==> src/rtl/shift_exec_stage_pkg.sv <==
`default_nettype none
// ---------------------------------------------------------------------------
// shift_exec_stage_pkg : op codes, default widths and buffer depth
// Revision: 1.0
// ---------------------------------------------------------------------------
package shift_exec_stage_pkg;

  localparam logic [1:0] OP_SRL = 2'b00;
  localparam logic [1:0] OP_SLL = 2'b01;
  localparam logic [1:0] OP_SRA = 2'b10;
  localparam logic [1:0] OP_ROR = 2'b11;

  localparam int DEF_WIDTH = 8;
  localparam int DEF_SHW   = 3;
  localparam int DEF_RDW   = 3;

  localparam int BUF_DEPTH = 2;

endpackage
`default_nettype wire

==> src/rtl/shift_core.sv <==
`default_nettype none
// ---------------------------------------------------------------------------
// shift_core : combinational 3-layer log shifter (SRL/SLL/SRA, ROR when
// SHIFT_EXEC_ROTATE_EN is defined, otherwise op 11 behaves as SRL)
// Revision: 1.0
// ---------------------------------------------------------------------------
module shift_core
  import shift_exec_stage_pkg::*;
#(
  parameter int WIDTH = DEF_WIDTH,
  parameter int SHW   = DEF_SHW
) (
  input  logic [WIDTH-1:0] data,
  input  logic [SHW-1:0]   amt,
  input  logic [1:0]       op,
  output logic [WIDTH-1:0] result,
  output logic             carry
);

  logic [1:0]       w_op_eff;
  logic             w_is_left;
  logic             w_is_rot;
  logic             w_sign;
  logic [WIDTH-1:0] w_l1;
  logic [WIDTH-1:0] w_l2;
  logic [WIDTH-1:0] w_l3;
  logic [SHW-1:0]   w_idx_right;
  logic [SHW-1:0]   w_idx_left;

`ifdef SHIFT_EXEC_ROTATE_EN
  assign w_op_eff = op;
  assign w_is_rot = (op == OP_ROR);
`else
  assign w_op_eff = (op == OP_ROR) ? OP_SRL : op;
  assign w_is_rot = 1'b0;
`endif

  assign w_is_left = (w_op_eff == OP_SLL);
  assign w_sign    = (w_op_eff == OP_SRA) & data[WIDTH-1];

  // One mux layer: right shifts pull fill bits in from the top, either the
  // wrapped-around low bits (rotate) or replicated sign/zero.
  function automatic logic [WIDTH-1:0] layer(
    input logic [WIDTH-1:0] v,
    input logic             en,
    input int               sh,
    input logic             left,
    input logic             sign,
    input logic             rot
  );
    logic [WIDTH-1:0] fill;
    if (!en) return v;
    if (left) return v << sh;
    fill = rot ? (v << (WIDTH - sh)) : ({WIDTH{sign}} << (WIDTH - sh));
    return (v >> sh) | fill;
  endfunction

  assign w_l1   = layer(data, amt[0], 1, w_is_left, w_sign, w_is_rot);
  assign w_l2   = layer(w_l1, amt[1], 2, w_is_left, w_sign, w_is_rot);
  assign w_l3   = layer(w_l2, amt[2], 4, w_is_left, w_sign, w_is_rot);
  assign result = w_l3;

  // Left index wraps to WIDTH-amt modulo 2**SHW.
  assign w_idx_right = amt - 1'b1;
  assign w_idx_left  = -amt;

  always_comb begin
    carry = 1'b0;
    if (amt != '0) begin
      if (w_is_rot)
        carry = w_l3[WIDTH-1];
      else if (w_op_eff == OP_SRL || w_op_eff == OP_SRA)
        carry = data[w_idx_right];
      else
        carry = data[w_idx_left];
    end
  end

endmodule
`default_nettype wire

==> src/rtl/shift_exec_stage.sv <==
`default_nettype none
// ---------------------------------------------------------------------------
// shift_exec_stage : registered shift execute stage with 2-entry result buffer
// Optional macro: SHIFT_EXEC_ROTATE_EN (enables ROR on op 11)
// Revision: 1.0
// ---------------------------------------------------------------------------
module shift_exec_stage
  import shift_exec_stage_pkg::*;
#(
  parameter int WIDTH = DEF_WIDTH,
  parameter int SHW   = DEF_SHW,
  parameter int RDW   = DEF_RDW
) (
  input  logic             clk,
  input  logic             rst,
  input  logic             in_flush,
  input  logic             in_valid,
  output logic             in_ready,
  input  logic [WIDTH-1:0] in_data,
  input  logic [SHW-1:0]   in_amt,
  input  logic [1:0]       in_op,
  input  logic [RDW-1:0]   in_rd,
  output logic             out_valid,
  input  logic             out_ready,
  output logic [WIDTH-1:0] out_data,
  output logic             out_carry,
  output logic             out_zero,
  output logic [RDW-1:0]   out_rd
);

  localparam logic [1:0] CNT_EMPTY = 2'd0;
  localparam logic [1:0] CNT_ONE   = 2'd1;
  localparam logic [1:0] CNT_FULL  = 2'd2;

  logic [1:0]       r_count;
  logic             r_head;
  logic             r_tail;
  logic [WIDTH-1:0] r_buf_data  [BUF_DEPTH];
  logic             r_buf_carry [BUF_DEPTH];
  logic             r_buf_zero  [BUF_DEPTH];
  logic [RDW-1:0]   r_buf_rd    [BUF_DEPTH];

  logic [WIDTH-1:0] w_result;
  logic             w_carry;
  logic             w_accept;
  logic             w_pop;

  shift_core #(
    .WIDTH (WIDTH),
    .SHW   (SHW)
  ) u_core (
    .data   (in_data),
    .amt    (in_amt),
    .op     (in_op),
    .result (w_result),
    .carry  (w_carry)
  );

  // Ready comes from the count register only, so writeback stalls never
  // combinationally reach decode.
  assign in_ready  = !rst && (r_count != CNT_FULL);
  assign out_valid = (r_count != CNT_EMPTY);
  assign w_accept  = in_valid & in_ready;
  assign w_pop     = out_valid & out_ready;

  always_ff @(posedge clk) begin
    if (rst) begin
      r_count <= CNT_EMPTY;
      r_head  <= 1'b0;
      r_tail  <= 1'b0;
      for (int i = 0; i < BUF_DEPTH; i++) begin
        r_buf_data[i]  <= '0;
        r_buf_carry[i] <= 1'b0;
        r_buf_zero[i]  <= 1'b0;
        r_buf_rd[i]    <= '0;
      end
    end else if (in_flush) begin
      r_count <= CNT_EMPTY;
      r_head  <= 1'b0;
      r_tail  <= 1'b0;
    end else begin
      if (w_accept) begin
        r_buf_data[r_tail]  <= w_result;
        r_buf_carry[r_tail] <= w_carry;
        r_buf_zero[r_tail]  <= (w_result == '0);
        r_buf_rd[r_tail]    <= in_rd;
        r_tail              <= ~r_tail;
      end
      if (w_pop)
        r_head <= ~r_head;
      case ({w_accept, w_pop})
        2'b10:   r_count <= (r_count == CNT_EMPTY) ? CNT_ONE : CNT_FULL;
        2'b01:   r_count <= (r_count == CNT_FULL) ? CNT_ONE : CNT_EMPTY;
        default: r_count <= r_count;
      endcase
    end
  end

  assign out_data  = out_valid ? r_buf_data[r_head]  : '0;
  assign out_carry = out_valid ? r_buf_carry[r_head] : 1'b0;
  assign out_zero  = out_valid ? r_buf_zero[r_head]  : 1'b0;
  assign out_rd    = out_valid ? r_buf_rd[r_head]    : '0;

endmodule
`default_nettype wire
==> config.mk <==
export PLATFORM = sky130hd
export DESIGN_NAME = shift_exec_stage
export DESIGN_NICKNAME = d
export VERILOG_FILES = /design/src/rtl/shift_exec_stage_pkg.sv /design/src/rtl/shift_core.sv /design/src/rtl/shift_exec_stage.sv
export SDC_FILE = /design/constraint.sdc
export NUM_CORES = 1
export LEC_CHECK = 0
export ABC_AREA = 1
export CAP_MARGIN = 10
export CORE_ASPECT_RATIO = 1.1
export CORE_UTILIZATION = 33
export CTS_CLUSTER_DIAMETER = 150
export CTS_CLUSTER_SIZE = 30
export DETAILED_ROUTE_END_ITERATION = 6
export DONT_BUFFER_PORTS = 1
export GPL_TIMING_DRIVEN = 1
export HOLD_SLACK_MARGIN = 0.08
export SLEW_MARGIN = 5
export SYNTH_ARGS = -nofsm -noshare
export SYNTH_HDL_FRONTEND = slang
export SYNTH_SLANG_ARGS = --single-unit
==> constraint.sdc <==
create_clock -name clk -period 4 [get_ports clk]
set_input_delay 0.4 -clock clk [delete_from_list [all_inputs] [get_ports clk]]
set_output_delay 0.4 -clock clk [all_outputs]
set_load 0.03 [all_outputs]
==> flow_summary.json, run 1 <==
{
  "maxCapViolations": 0,
  "end_kind": "flop",
  "wl_per_cell_um": 12.9,
  "drive_above_1_share_pct": 7.67,
  "cts-resized-gates": 0,
  "vias": 1743,
  "fin_area_um2": 2170,
  "crit_path_start_kind": "flop",
  "grt_use_total_pct": 15.2,
  "synth_fp_nets": 311,
  "cts_setup_buffers": 0,
  "ioPinCount": 36,
  "dieArea_um2": 6480,
  "cts-root-buf": "clkbuf_8",
  "synth_area_leaders": "edfxtp_1 38%, nand2_1 19%, nor2_1 6.8%, inv_1 6.1%, a21oi_1 5.2%",
  "place.gp.congestion": 0.825,
  "num_rows": 29,
  "slowest_delay_ps": 590,
  "synthMostInstantiatedCell": "nand2_1",
  "nFillCells": 642,
  "antenna_found_initial": 0,
  "hold_viol_final": 0,
  "power.internal_mw": 0.545,
  "dp_hpwl_mm": 3.84,
  "synth_commonest_cells": "104 x nand2_1, 37 x nor2_1, 33 x inv_1, 26 x edfxtp_1, 21 x a21oi_1",
  "ant_nets": 0,
  "min_path_type": "input pin to flop",
  "cts_buffers": 5,
  "finalWirelength_mm": 4.71,
  "setup_tns_ps": 0,
  "drv_slew": 0,
  "tightest_slew_ps": 852,
  "synth_edf_count": 26,
  "cts-hold-fix-buffers": 0,
  "grt_pass1_wl_mm": 7.67,
  "rsz0062_at_grt": "false",
  "drcViolationCount": 0,
  "ys_seq_elements": 31,
  "via_per_inst": 4.79,
  "syn_area_um2": 2030,
  "seqPwrFrac_pct": 49.0,
  "fp.dieW_um": 76.9,
  "arrival_ps": 2470,
  "area_growth_syn_to_layout_pct": 6.76,
  "nets": 310,
  "drt_iter0_drc": 107,
  "crit_chain": "inv_1 -> nor2_1 -> nor2_1 -> nand2_1 -> inv_1 -> nand3_1 -> nand2_1",
  "finalCriticalPeriod_ps": 2550,
  "clkPwrFrac_pct": 32.2,
  "syn_area_per_cell_um2": 7.09,
  "h-tree-depth": 2,
  "overflow": 0,
  "initial_core_util_pct": 34.8,
  "fmax_mhz": 391,
  "ir_worst_vdd_v": 0.000149,
  "synth_ff_type": "edfxtp_1",
  "worstPathMaxFanout": 14,
  "seq_area_um2": 881,
  "fin_skew_ps": 5.63,
  "cts_buffer_depth": 2,
  "timing.final.crit_share_pct": 63.9,
  "yosysWarnings": 0,
  "p_sw_mw": 0.216,
  "multi_input_area_um2": 965,
  "fp.dieH_um": 84.4,
  "relSlewSlack_pct": 43.0,
  "cts.clk_slew.worst_paths_ps": 60,
  "diodes": 0,
  "power.leakage_nw": 1.01,
  "p_per_area_nw_per_um2": 350,
  "status": "complete, no violations",
  "yosysTopAreaCellShare_pct": 38.4,
  "worstSkewPairLatency_ps": 280,
  "path_class": "flop to flop",
  "cts_tree": "yes",
  "critPathBufInv": 2,
  "yosysUniqueCellTypes": 27,
  "finalSetupViolCount": 0,
  "drtPass1Iterations": 4,
  "dpl_cell_area_um2": 2080,
  "cp_slowest_cell": "nand2_1",
  "synth_top_area_cell": "edfxtp_1",
  "port_buffers": 0,
  "whs_ps": 308,
  "grt_pass1_vias": 1660,
  "async_flop_share_pct": 0,
  "coreArea_um2": 5840,
  "syn_inst": 287,
  "cp_top_family": "simple AND/OR/NAND/NOR gates",
  "combPwrFrac_pct": 18.7,
  "swShare_pct": 28.4,
  "required_ps": 3910,
  "grt_max_degree": 17,
  "clkSinkCount": 31,
  "ys_seq_area_share_pct": 43.3
}
[per-layer routing]
| metal | part of all wire, % | track usage [%] | up-vias | routed length, um |
|---|---|---|---|---|
| met1 | 42 | 17.2 | 760 | 1960 |
| met4 | 1.7 | 6.47 | 0 | 82 |
| met2 | 51 | 27.5 | 54 | 2420 |
| met3 | 5.2 | 3.04 | 4 | 243 |
| met5 | 0 | 0 | - | 0 |
| li1 | - | - | 925 | - |
[worst register-to-register path: cells and delay by family, from the launching register on]
kind / cells / cell delay [ps]
buffers and inverters: 2 / 190
DFF: 1 / 310
and+or+nand+nor: 5 / 1680
[state kept, by name, indices dropped and copies added (netlist names), named ones only]
| register | cells |
|---|---|
| r_buf_carry | 2 |
| r_buf_data | 16 |
| r_buf_rd | 6 |
| r_buf_zero | 2 |
| r_count | 2 |
| r_head | 1 |
| r_tail | 1 |
[cell type report]
| cell class | instances | area share (%) |
|---|---|---|
| well taps | 77 | 4.44 |
| clock buffers | 7 | 3.97 |
| clock inverters | 1 | 0.230 |
| inverters | 37 | 6.39 |
| flip-flops and latches | 31 | 40.6 |
| multi-input cells | 211 | 44.4 |
[final timing paths]
kind | start | to | slack [ps] | cells after the start
worst max register to register | r_count[1]$_SDFFE_PP0P_ | r_buf_data[0][3]$_SDFFCE_PN0P_ | 1450 | 7
worst max-delay path | r_count[1]$_SDFFE_PP0P_ | r_buf_data[0][3]$_SDFFCE_PN0P_ | 1450 | 7
worst min-delay path | in_flush | r_count[0]$_SDFFE_PP0P_ | 310 | 3
worst min register to register | r_head$_SDFFE_PP0P_ | r_head$_SDFFE_PP0P_ | 450 | 1
[logic make-up after synthesis]
group	after synthesis	synth area share, %
AND/OR/NAND/NOR	168	34.0
AO/OA/AOI/OAI	40	11.6
buffers and inverters	45	9.29
flip-flops	31	43.3
adder cells (fa/ha/maj)	3	1.85
[layout by cell type, fill, tap and decap left out, types with 2 or more instances in the layout]
cell	count
nand2_1	104
inv_1	33
nand3_2	3
edfxtp_1	26
a21oi_1	21
ha_1	3
nand2_2	4
o21ai_1	2
a31oi_1	3
nand3_1	18
inv_2	4
o21ai_0	4
clkbuf_8	6
dfxtp_1	5
o211ai_1	3
nor2_1	37
a21oi_2	2
[power by group through the flow]
stage / Sequential (mW) / Combinational (mW) / Clock, mW
6_report: 0.373 / 0.143 / 0.245
5_1_grt: 0.375 / 0.162 / 0.263
4_1_cts: 0.373 / 0.144 / 0.251
3_5_place_dp: 0.380 / 0.144 / 0
3_3_place_gp: 0.380 / 0.142 / 0
2_1_floorplan: 0.377 / 0.121 / 0
[stage by stage]
step                cells  power (mW)  worst slack (ps)  utilization (%)
floorplan             287       0.498              1830                -
detailed placement    356       0.524              1420             35.6
finish                364       0.761              1450             37.2
global placement      356       0.522              1580             35.6
global route          364       0.801              1150             37.2
CTS                   364       0.768              1410             37.2
Power figures use the tool's default switching activity.
==> run 2, diff against run 1 <==
==> constraint.sdc (replaced) <==
create_clock -name clk -period 2.3 [get_ports clk]
set_input_delay 0.23 -clock clk [delete_from_list [all_inputs] [get_ports clk]]
set_output_delay 0.23 -clock clk [all_outputs]
set_load 0.03 [all_outputs]
==> run 2 against run 1 <==
Compared with the run above:
- clock power increased by 62%
- clock skew decreased by 1.4 ps
- register-to-register slack got worse by 810 ps
- largest cell class unchanged
- total power is 73% higher
- sequential power up 73%
- critical endpoint unchanged
- final cell count up 4.9%
- routed wire length shrank 0.81%
- sequential cell count unchanged
- first-iteration DRC count is 32% lower
==> flow_summary.json, run 2 (synthesis results as in run 1) <==
{
  "cts.clk_slew.worst_paths_ps": 60,
  "arrival_ps": 1570,
  "h-tree-depth": 2,
  "crit_path_start_kind": "flop",
  "drive_above_1_share_pct": 12.8,
  "place.gp.congestion": 0.891,
  "fin_skew_ps": 4.19,
  "coreArea_um2": 5840,
  "dp_hpwl_mm": 3.48,
  "p_per_area_nw_per_um2": 571,
  "area_growth_syn_to_layout_pct": 12.9,
  "nets": 328,
  "num_rows": 29,
  "layout_common_cells": "104 x nand2_1, 37 x nor2_1, 33 x inv_1",
  "clkSinkCount": 31,
  "overflow": 0,
  "end_kind": "flop",
  "cts-root-buf": "clkbuf_8",
  "finalWorstSetupSlack_ps": 638,
  "cts-hold-fix-buffers": 0,
  "finalCriticalPeriod_ps": 1660,
  "finalWirelength_mm": 4.67,
  "required_ps": 2210,
  "drcViolationCount": 0,
  "antenna_found_initial": 0,
  "fmax_mhz": 602,
  "dpl_cell_area_um2": 2220,
  "port_buffers": 0,
  "total_power_mw": 1.31,
  "finalSetupViolCount": 0,
  "grt_pass1_wl_mm": 7.83,
  "worstSkewPairLatency_ps": 280,
  "preCtsSetupSlack_ps": 483,
  "vias": 1836,
  "setup_tns_ps": 0,
  "diodes": 0,
  "timing.final.crit_share_pct": 72.3,
  "cts_setup_buffers": 0,
  "largest_reg_flops": 16,
  "nFillCells": 612,
  "ir_worst_vdd_v": 0.000233,
  "path_class": "flop to flop",
  "fp.dieW_um": 76.9,
  "cts_buffer_depth": 2,
  "drtPass1Iterations": 4,
  "grt_use_total_pct": 15.2,
  "rsz0062_at_grt": "false",
  "relSlewSlack_pct": 60.3,
  "tightest_slew_ps": 594,
  "cts_buffers": 5,
  "power.leakage_nw": 1.10,
  "wl_per_cell_um": 12.2,
  "fin_area_um2": 2300,
  "top_regs": "r_buf_data (16), r_buf_rd (6)",
  "cts-resized-gates": 0,
  "worstPathMaxFanout": 13,
  "via_per_inst": 4.81,
  "maxCapViolations": 0,
  "grt_pass1_vias": 1771,
  "hold_viol_final": 0,
  "cts_tree": "yes",
  "drv_slew": 0,
  "initial_core_util_pct": 34.8,
  "final_common_cell": "nand2_1",
  "dieArea_um2": 6480,
  "ant_nets": 0,
  "drt_iter0_drc": 73,
  "ioPinCount": 36,
  "status": "complete, no violations",
  "top_register": "r_buf_data",
  "grt_max_degree": 17,
  "fp.dieH_um": 84.4,
  "min_path_type": "input pin to flop"
}
run 2: path summary, 6_finish.rpt:
kind | startpoint | end | slack (ps) | depth (start not counted)
worst max register to register | r_count[1]$_SDFFE_PP0P_ | r_buf_data[0][3]$_SDFFCE_PN0P_ | 640 | 7
worst min register to register | r_head$_SDFFE_PP0P_ | r_head$_SDFFE_PP0P_ | 450 | 1
worst min-delay path | in_flush | r_count[0]$_SDFFE_PP0P_ | 140 | 3
worst max-delay path | r_count[1]$_SDFFE_PP0P_ | r_buf_data[0][3]$_SDFFCE_PN0P_ | 640 | 7
run 2: cell type report:
type / count / area [um^2] / area share [%]
tap: 77 / 96.3 / 4.19
multi-input combinational: 211 / 965 / 42.0
inverter: 37 / 139 / 6.05
clock inverter: 1 / 5.00 / 0.218
clock buffer: 7 / 76.3 / 3.32
timing repair buffer: 18 / 135 / 5.88
sequential: 31 / 881 / 38.3
run 2: power breakdown:
group | switching [mW] | internal (mW) | total, mW | leakage, nW
sequential | 0.00786 | 0.638 | 0.645 | 0.308
clock | 0.185 | 0.212 | 0.397 | 0.0422
combinational | 0.184 | 0.0862 | 0.271 | 0.746
total | 0.377 | 0.935 | 1.31 | 1.10
run 2: worst max-delay path: stages (launching register included):
cell and delay [ps]:
dfxtp_1 310, inv_1 70, nor2_1 50, nor2_1 120
nand2_1 120, inv_1 90, nand3_1 90, nand2_1 460
run 2: routing by layer:
layer	wire length, um	part of all wire, %	vias up	global-route usage, %
met4	48	1.0	0	4.90
met2	2400	51	46	28.2
met1	2020	43	828	17.3
li1	-	-	958	-
met3	201	4.3	4	2.83
met5	0	0	-	0
run 2: per-stage QoR:
stage,hold slack [ps],instances,util (%)
global placement,430,374,37.9
global route,170,382,39.3
detailed placement,429,374,37.9
CTS,138,382,39.3
finish,141,382,39.3
floorplan,403,287,-
==> edit 1 (config.mk and constraints of run 2) <==
Make the reset (`rst`) asynchronous in one clocked block.
--- a/src/rtl/shift_exec_stage.sv
+++ b/src/rtl/shift_exec_stage.sv
@@ -64,5 +64,5 @@
   assign w_pop     = out_valid & out_ready;
 
-  always_ff @(posedge clk) begin
+  always_ff @(posedge clk or posedge rst) begin
     if (rst) begin
       r_count <= CNT_EMPTY;
Function: differs if rst is asserted again (counterexample within 4 cycles, from zero or initial values and one cycle with rst high); with rst held inactive, the same outputs for 10 cycles.
==> edit 1 against run 2 <==
Cell count rose by 7.9%. Sequential cell count fell by 1. Sequential share of layout area fell by 6.5 points. First-iteration DRC count rose by 81%. Area after synthesis rose by 2.2%. Wire length rose by 7.0%. Non-clock buffer count rose by 3. Setup slack got worse by 0.15 ns. Critical endpoint is now out_data[0]. Design area rose by 2.6%.
Power is not compared: it rests on default switching activity, and its combinational part moved more than twofold at a synthesized area within 25%.
==> edit 1: results (changes against run 2) <==
metric,value,unit,change
final clock skew,0.004360,ns,+0.0001744 ns
WL/cell,12.12,um,-0.83%
TritonCTS Buffers,5,,unchanged
switching share of power,35.99,%,
Post-synth ARST share,100.0,%,+100 points
post-synthesis sequential area ratio,36.10,%,-7.2 points
worst r2r src,r_count[0]$_DFFE_PP0P_,,
Max-Slew Margin vs Limit,52.95,%,-7.4 points
DP Area,2246,sq um,+1.4%
syn_nets,340,,+9.3%
number of cells on the worst hold path,2,,-1
synth cell count leaders,"128 x nand2_1, 30 x dfrtp_1, 29 x inv_1, 26 x nand3_1, 25 x o21ai_0",,
status,finished clean,,
worst reg-to-reg path cell count,8,,+1
largest net degree at the start of global routing,31,,+14
final hold slack,0.1191,ns,-0.02215 ns
met2 usage,26.39,%,-1.8 points
Final Wtd Congestion,0.8973,,+0.76%
r2r setup slk,0.50,ns,-0.14 ns
CP max FO,9,,-4
first-pass GRT wire length,8.597,mm,+9.8%
"Slowest-stage cell, CP",dfrtp_1,,
M1 wire length,2.293,mm,+14%
number of global-route vias before repair,1897,,+7.1%
ant diodes,0,,unchanged
Root Driver,clkbuf_8,,
Slowest Stage Delay on Critical Path,0.40,ns,-0.06 ns
Via density,4.981,,+3.6%
CP top delay family,buffers and inverters,,
grt met1 use,21.19,%,+3.9 points
worst hold endpoint,r_buf_rd[5]$_DFFE_PP0P_,,
top post-synthesis cells by area,"dfrtp_1 36%, nand2_1 23%, nand3_1 6.3%, o21ai_0 6.0%, inv_1 5.2%",,
Detailed Routing Iterations Pass 1,4,,unchanged
CTS Hold Bufs,2,,+2
R2R Path End,r_buf_data[8]$_DFFE_PP0P_,,
dominant synthesized flop cell,dfrtp_1,,
total track usage,16.11,%,+0.96 points
post-synth cell types,29,,+7.4%
Max Fclk,552.0,MHz,-8.2%
hold_sp,in_rd[2],,
routing usage on met3,2.903,%,+0.077 points
metal2 WL,2.350,mm,-2.1%
post-synthesis instance total,317,,+10%
Post-CTS Resized,0,,unchanged
DRC violation total after the first TritonRoute iteration,132,,+81%
met3 WL,257,um,+28%
DP Worst Slack,0.5151,ns,+0.03185 ns
Worst setup endpoint,out_data[0],,
final net count,357,,+8.8%
hpwl dp,3.642,mm,+4.7%
proportion of layout cells with a drive suffix above 1,14.63,%,+1.8 points
DP Cell Count,402,,+7.5%
Vias,2052,,+12%
part of the power in registers,41.7,%,
## edit 1: cell count changes after synthesis, moves of 3 or more
cell      change
dfxtp_1       -5
nand2_1      +24
clkbuf_1      -3
inv_1         -4
dfrtp_1      +30
edfxtp_1     -26
nor2_1       -23
nand3_1       +8
nor2_2        +4
a21oi_1       -3
buf_2         +3
o21ai_0      +21
## edit 1: cells by family (layout without fill, tap and decap cells)
| group | count (synthesis) | count (layout) | share of synthesized area (%) |
|---|---|---|---|
| DFF | 30 | 30 | 36.10 |
| adders and majority gates | 2 | 2 | 1.203 |
| AOI/OAI and AO/OA | 54 | 54 | 13.96 |
| and+or+nand+nor | 186 | 186 | 39.11 |
| buffers and inverters | 45 | 63 | 9.626 |
## edit 1: layout make-up
cell class              count  area, sq um
fillers                   649         3557
multi-input cells         242         1129
flip-flops and latches     30        750.7
repair buffers             21        162.7
inverters                  34        127.6
well taps                  77        96.34
clock buffers               7        86.33
clock inverters             1        5.005
==> edit 2 (config.mk and constraints of run 2) <==
Made on the original files. `DEF_SHW`: 3 -> 6.
--- a/src/rtl/shift_exec_stage_pkg.sv
+++ b/src/rtl/shift_exec_stage_pkg.sv
@@ -12,5 +12,5 @@
 
   localparam int DEF_WIDTH = 8;
-  localparam int DEF_SHW   = 3;
+  localparam int DEF_SHW   = 6;
   localparam int DEF_RDW   = 3;
 
Ports: changed (resized in_amt); port bits go from 36 to 39. No check against the original RTL was run, so the function may have changed too.
==> edit 2 against run 2 <==
Fmax up 0.22%. Total power down 1.4%. Design area up 2.5%. Sequential cell count unchanged. Setup slack better by 0.0036 ns. First-iteration DRC count down 26%. Combinational power up 2%. Via count down 1.3%. Wire length down 2.8%. Synthesized cell count up 2.4%. Die area up 2.5%. Clock power down 5.5%. Area after synthesis up 2.6%. Cell count up 2.9%. Critical path type unchanged. Largest cell class unchanged. Largest power group unchanged. Highest routed layer unchanged.
==> edit 2: results (changes against run 2) <==
metric,value,unit,change
final clock skew,0.002180,ns,-0.002005 ns
Max Fclk,602.9,MHz,+0.22%
Pleak,1.118,nW,+2.0%
initial antenna violation count,0,,unchanged
postcts setup bufs,0,,unchanged
Post-CTS Resized,0,,unchanged
"Core Util, Final",38.23,%,-1.1 points
proportion of layout cells with a drive suffix above 1,13.10,%,+0.31 points
worst min path class,input pin to flop,,
r2r setup slk,0.64,ns,
Layout non-clock buf frac,6.380,%,+0.50 points
WL/cell,11.55,um,-5.5%
CP top delay family,simple AND/OR/NAND/NOR gates,,
Final Wtd Congestion,0.8454,,-5.1%
Worst-Margin Slew,0.5816,ns,-0.01207 ns
Post-synth ARST share,0,%,unchanged
"Slowest-stage cell, CP",nand2_1,,
Layout clock buffers,6,,-1
number of global-route vias before repair,1683,,-5.0%
DP Worst Slack,0.4145,ns,-0.06880 ns
ant diodes,0,,unchanged
Yosys reg bits,31,,unchanged
clock latency on the worst-skew pair,0.27,ns,
VDD IR-drop max,0.0001936,V,-17%
total track usage,14.81,%,-0.34 points
fillers,679,,+11%
Largest regs,"r_buf_data: 16 flops, r_buf_rd: 6 flops",,
H-tree levels,2,,unchanged
port buffer count,0,,unchanged
post-synthesis sequential area ratio,42.21,%,-1.1 points
hpwl dp,3.525,mm,+1.3%
synth cell count leaders,"107 x nand2_1, 40 x nor2_1, 33 x inv_1, 26 x edfxtp_1, 25 x nand3_1",,
Plain + repair buffers,20,,+2
"Data arrival, critical path",1.56,ns,
"Inverters, non-clock",36,,-2.7%
Via density,4.611,,-4.1%
Post-synth EDFFs,26,,unchanged
area occupied by multi-input gates,1007,sq um,+4.4%
top post-synthesis cells by area,"edfxtp_1 37%, nand2_1 19%, nor2_1 7.2%, nand3_1 6.0%, inv_1 5.9%",,
syn_nets,320,,+2.9%
final hold slack,0.1601,ns,+0.01886 ns
Layout clock area frac,3.402,%,-0.14 points
Slowest Stage Delay on Critical Path,0.45,ns,
post-synth cell types,30,,+11%
Root Driver,clkbuf_8,,
CP max FO,13,,unchanged
first-pass GRT wire length,7.631,mm,-2.6%
clock-pin slew on the worst setup and hold paths,0.06,ns,about the same
CTS Hold Bufs,0,,unchanged
#MultiIn Comb,218,,+3.3%
DRC violation total after the first TritonRoute iteration,54,,-26%
status,finished clean,,
final net count,338,,+3.0%
==> edit 2: cell count changes after synthesis, moves of 2 or more <==
cell / before / now
buf_6: 1 / 3
nand2_1: 104 / 107
nor2_1: 37 / 40
a21oi_1: 21 / 19
buf_4: 0 / 2
a31oi_1: 3 / 0
nand3_1: 18 / 25
nand2_2: 4 / 1
==> edit 2: power by group <==
group | total (W) | switching, W | internal, W
Clock | 0.000375 | 0.000170 | 0.000205
Sequential | 0.000643 | 0.00000755 | 0.000635
Combinational | 0.000276 | 0.000187 | 0.0000891
==> edit 2: through the flow <==
step                      cells  area [sq um]
final                       393          2354
after global routing        393          2354
after CTS                   393          2354
after detailed placement    385          2273
after global placement      385          2273
after floorplan             294          2087
==> edit 2: layer usage <==
layer	vias up	track usage [%]	routed length (um)
li1	975	-	-
met1	784	16.91	2000
met2	44	26.71	2252
met3	9	3.226	207
met4	0	5.832	79
met5	-	0	0
==> edit 2: tightest hold or removal path, delay by kind of cell <==
family,cells,cell delay [ns]
AOI/OAI and AO/OA,2,0.11
and+or+nand+nor,1,0.04
==> edit 2: logic make-up after synthesis <==
logic type / share of synthesized area, %
AND/OR/NAND/NOR: 35.61
buffers and inverters: 9.532
AO/OA/AOI/OAI: 11.45
flip-flops: 42.21
adder cells (fa/ha/maj): 1.199
==> edit 2: path summary, 6_finish.rpt <==
check,cells after the start,to,from
worst max-delay path,7,r_buf_rd[0][1]$_SDFFCE_PN0P_,r_count[1]$_SDFFE_PP0P_
worst min register to register,1,r_head$_SDFFE_PP0P_,r_head$_SDFFE_PP0P_
worst min-delay path,3,r_tail$_SDFFE_PP0P_,in_flush
worst max register to register,7,r_buf_rd[0][1]$_SDFFCE_PN0P_,r_count[1]$_SDFFE_PP0P_
